==> config.mk <==
export PLATFORM = sky130hd
export DESIGN_NAME = odd_freq_divider
export DESIGN_NICKNAME = d
export VERILOG_FILES = /design/src/rtl/odd_div_pkg.sv /design/src/rtl/odd_clk_div.sv /design/src/rtl/odd_freq_divider.sv
export SDC_FILE = /design/constraint.sdc
export NUM_CORES = 1
export LEC_CHECK = 0
export ABC_AREA = 1
export BUFFER_PORTS_ARGS = -buffer_cell sky130_fd_sc_hd__buf_2
export CAP_MARGIN = 20
export CORE_AREA = 2 2 39 41
export DETAILED_ROUTE_END_ITERATION = 12
export DIE_AREA = 0 0 41 43
export PLACE_DENSITY = 0.44
export SKIP_LAST_GASP = 1
export SLEW_MARGIN = 15
export SYNTH_ARGS = -nofsm -noshare
export SYNTH_HDL_FRONTEND = slang
export SYNTH_SLANG_ARGS = --single-unit
==> constraint.sdc <==
create_clock -name clk -period 1.49 [get_ports clk]
set_input_delay 0.149 -clock clk [delete_from_list [all_inputs] [get_ports clk]]
set_output_delay 0.149 -clock clk [all_outputs]
set_load 0.02 [all_outputs]
==> src/rtl/odd_div_pkg.sv <==
// Shared constants and sizing helpers for the odd-ratio, 50%-duty clock dividers.
`timescale 1ns/1ps
package odd_div_pkg;

  localparam int unsigned DIV_A_DEF = 3;
  localparam int unsigned DIV_B_DEF = 5;

  // Last counter value that still belongs to the high phase of p.
  function automatic int unsigned half_hi(input int unsigned n);
    return (n - 1) / 2;
  endfunction

  function automatic int unsigned cnt_w(input int unsigned n);
    return $clog2(n);
  endfunction

endpackage

==> src/rtl/odd_clk_div.sv <==
// Divide-by-N (odd N) clock with exact 50% duty: posedge phase reg ANDed with its
// negedge-delayed copy, so only one AND input toggles at any clk edge.
`timescale 1ns/1ps
module odd_clk_div
  import odd_div_pkg::*;
#(
  parameter int unsigned N = DIV_A_DEF
) (
  input  logic clk,
  input  logic rst_n,
  output logic clk_out
);

  localparam int unsigned CW   = (cnt_w(N) > 0) ? cnt_w(N) : 1;
  localparam int unsigned HALF = half_hi(N);

  if (((N % 2) == 0) || (N < 3)) begin : g_bad_ratio
    $error("odd_clk_div: N must be odd and >= 3");
  end

  logic [CW-1:0] cnt;
  logic [CW-1:0] cnt_next;
  logic          p;
  logic          p_next;
  logic          n;

  // Counter and phase register; reset to N-1 so the first posedge lands on 0.
  always_ff @(posedge clk or negedge rst_n) begin
    if (!rst_n) begin
      cnt <= CW'(N - 1);
      p   <= 1'b0;
    end else begin
      cnt <= cnt_next;
      p   <= p_next;
    end
  end

  always_comb begin
    cnt_next = cnt + CW'(1);
    if (cnt == CW'(N - 1)) begin
      cnt_next = '0;
    end
    p_next = (cnt_next <= CW'(HALF));
  end

  // Half-cycle delayed phase trims the high time from (N+1)/2 to N/2 cycles.
  always_ff @(negedge clk or negedge rst_n) begin
    if (!rst_n) begin
      n <= 1'b0;
    end else begin
      n <= p;
    end
  end

  assign clk_out = p & n;

  a_cnt_range : assert property (@(posedge clk) disable iff (!rst_n) cnt <= CW'(N - 1))
    else $error("odd_clk_div: counter out of range");

endmodule

==> src/rtl/odd_freq_divider.sv <==
// Two independent odd-ratio 50%-duty clock dividers driven from one source clock.
`timescale 1ns/1ps
module odd_freq_divider
  import odd_div_pkg::*;
#(
  parameter int unsigned DIV_A = DIV_A_DEF,
  parameter int unsigned DIV_B = DIV_B_DEF
) (
  input  logic clk,
  input  logic rst_n,
  output logic clk_div3,
  output logic clk_div5
);

  odd_clk_div #(.N(DIV_A)) u_div_a (
    .clk     (clk),
    .rst_n   (rst_n),
    .clk_out (clk_div3)
  );

  odd_clk_div #(.N(DIV_B)) u_div_b (
    .clk     (clk),
    .rst_n   (rst_n),
    .clk_out (clk_div5)
  );

endmodule

==> key figures <==
Power
  – Seq pwr share: 56.9%
  – Switch Pwr: 0.0806 mW
  – Leak pwr: 0.250 nW
  – Clock power frac: 41.4%
  – Switching part of the total: 18.7%
  – PD cells: 976 nW/um^2
  – Pint: 0.350 mW
  – IR drop worst, VDD: 0.000344 V
  – Combinational share of power: 1.7%

Synthesis
  – Top cells by instance count after synthesis: inv_1, nand2_1, dfrtp_1
  – Top-count cell post-synth: inv_1
  – Synth unique cells: 10
  – Synth Warn #: 0
  – Area leader, netlist: dfrtp_1
  – Synth top area share: 35.0%
  – Synthesized Nets: 39
  – Top_reg_cell synth: dfrtp_1
  – Async SR Flop Fraction: 100%
  – Post-synth EDFFs: 0
  – Syn Inst Count: 34
  – Seq/Total Area, Yosys: 63.6%
  – Avg Cell Area, Syn: 10.5 um^2
  – Mapped cell area: 358 um^2
  – Flops & latches, synth: 9
  – Synth area leaders: dfrtp_1, dfstp_2, dfrtn_1

Place
  – Gpl congestion: 0.643
  – IO Port Bufs: 3
  – Post-DP HPWL: 406 um
  – Placed Cells: 53

Routing
  – Drt first pass iters: 1
  – Vias per cell: 3.79
  – DR WL/cell: 8.84 um
  – Residual DRC count: 0
  – 1st-iter DRT viols: 0
  – Total wire length: 513 um
  – Final antenna-violating net count: 0
  – Via count: 220

Clocking
  – Num CTS Buffers: 3
  – TritonCTS clock tree: yes
  – Worst-skew pair later-pin latency: 0.26 ns
  – CTS clock-pin slew for the worst setup and hold paths: 0.06 ns
  – H-tree depth: 1
  – Clk root buf: clkbuf_4
  – CTS sink count: 9
  – Maximum root-to-sink buffer count: 2

STA
  – RSZ-0062 raised after global routing: yes
  – Final Hold Fails: 0
  – Clock skew: 0.0102 ns
  – Final setup violation count: 2
  – Final WS setup: -0.258 ns
  – Max Slew Vio Count: 0
  – Rel. slew slack: 86.7%
  – Worst-margin pin slew: 0.200 ns

Worst hold path
  – Min-Delay Path Class: input port to asynchronous set/reset pin

Global route
  – Vias in the first global route: 208
  – GR peak layer: met2
  – Antenna violations before repair: 0
  – GRT Overall Usage: 9.34%
  – Met3 usage in global routing: 7.85%
  – Largest net degree at the start of global routing: 10
  – Global route overflow: 0
  – GR Util met1: 8.67%
  – First-pass GRT wire length: 917 um
  – Met2 Use GR: 11.3%

Critical path
  – CP max FO: 1
  – CP bufs+invs: 2
  – Critical Path RT: 1.34 ns
  – Worst Setup End Kind: output port
  – Critical path, cell by cell: nand2_1 > inv_1 > buf_6
  – CP max stage delay: 0.38 ns
  – CP startpoint kind: flip-flop
  – Critical path type: flip-flop to output port
  – Crit-path slowest cell: dfrtn_1
  – Crit path max-delay family: flip-flops
  – Worst EP arrival: 1.60 ns

Die
  – Core Rows: 14
  – Top Ports: 4
  – Die footprint: 1760 um^2
  – Die W: 41 um
  – CORE AREA: 1380 um^2
  – Die height: 43 um
  – Starting Density: 25.9%

Final layout
  – Syn-to-layout area delta: 23.4%
  – Final Non-Filler Cells: 58
  – Fill count: 147
  – Utilization after layout: 31.9%
  – Layout cell share with drive strength beyond 1: 23.8%
  – Final nets: 48
  – Number of diodes: 0

Outcome
  – Status: finished with violations
  – Failing checks: negative setup slack

Job
  – Max cap viols: 0
## routing by layer
metal | up-vias | wire [um]
met3 | 2 | 21
met5 | - | 0
met4 | 0 | 11
met1 | 102 | 235
met2 | 3 | 245
li1 | 113 | -
## logic make-up after synthesis
logic type      count (synthesis)  synth area share (%)
simple gates                   10                  12.9
buf+inv                        11                  11.5
compound gates                  1                  1.40
fa+ha+maj                       3                  10.5
flops                           9                  63.6
## power by group through the flow
stage                logic [mW]  clock network (mW)  registers [mW]
floorplan           0.000000110                   0           0.249
global placement        0.00548                   0           0.249
detailed placement      0.00578                   0           0.249
CTS                     0.00780               0.191           0.245
global route            0.00902               0.213           0.245
finish                  0.00742               0.178           0.245
## flip-flops by register name, summed over array words and instances (netlist names)
name and cells:
u_div_a.n 1, u_div_a.cnt 2, u_div_b.p 1, u_div_b.n 1
u_div_b.cnt 3, u_div_a.p 1
## cells in the final DEF (no fill, tap or decap)
cell type / n
a21oi_1: 1
buf_2: 1
buf_6: 2
clkbuf_1: 1
clkbuf_4: 3
dfrtn_1: 2
dfrtp_1: 5
dfstp_2: 2
dlygate4sd3_1: 1
ha_1: 3
inv_1: 11
nand2_1: 6
nand2_2: 1
nand3_2: 1
nor2_1: 2
## final cells by class
class	instances	area [um^2]	share of cell area [%]
inverter	11	41.3	9.35
sequential	9	228	51.6
clock buffer	4	26.3	5.95
tap	16	20.0	4.53
timing repair buffer	4	37.5	8.50
multi-input combinational	14	88.8	20.1
## timing repair
item,CTS,global route
endpoints found under the hold margin,7,0
cloned,0,0
resized for setup,4,0
buffers inserted,0,0
hold buffers,1,0
setup endpoints to repair,2,2
## metrics by stage
stage / hold WS (ns) / worst slack (ns) / total power [mW] / instance area (um^2) / setup TNS (ns)
floorplan: -0.147 / 0.0566 / 0.249 / 358 / 0
global placement: 0.00246 / 0.00194 / 0.255 / 393 / 0
detailed placement: 0.00814 / -0.00968 / 0.255 / 393 / -0.00968
CTS: 0.272 / -0.279 / 0.444 / 442 / -0.543
global route: 0.286 / -0.339 / 0.467 / 442 / -0.644
finish: 0.278 / -0.258 / 0.431 / 442 / -0.510
## final timing paths
check / start / to / slack [ns] / cells past startpoint
setup / recovery: u_div_a.n$_DFF_NN0_ / clk_div3 / -0.26 / 3
hold / removal: rst_n / u_div_b.cnt[1]$_DFF_PN0_ / 0.28 / 2
setup reg to reg: u_div_a.p$_DFF_PN0_ / u_div_a.n$_DFF_NN0_ / 0.23 / 0
hold reg to reg: u_div_a.cnt[0]$_DFF_PN0_ / u_div_a.cnt[0]$_DFF_PN0_ / 0.42 / 1
max in group asynchronous: rst_n / u_div_b.n$_DFF_NN0_ / 0.38 / 2
min in group clk: u_div_a.cnt[0]$_DFF_PN0_ / u_div_a.cnt[0]$_DFF_PN0_ / 0.42 / 1
(Power assumes the default switching activity.)
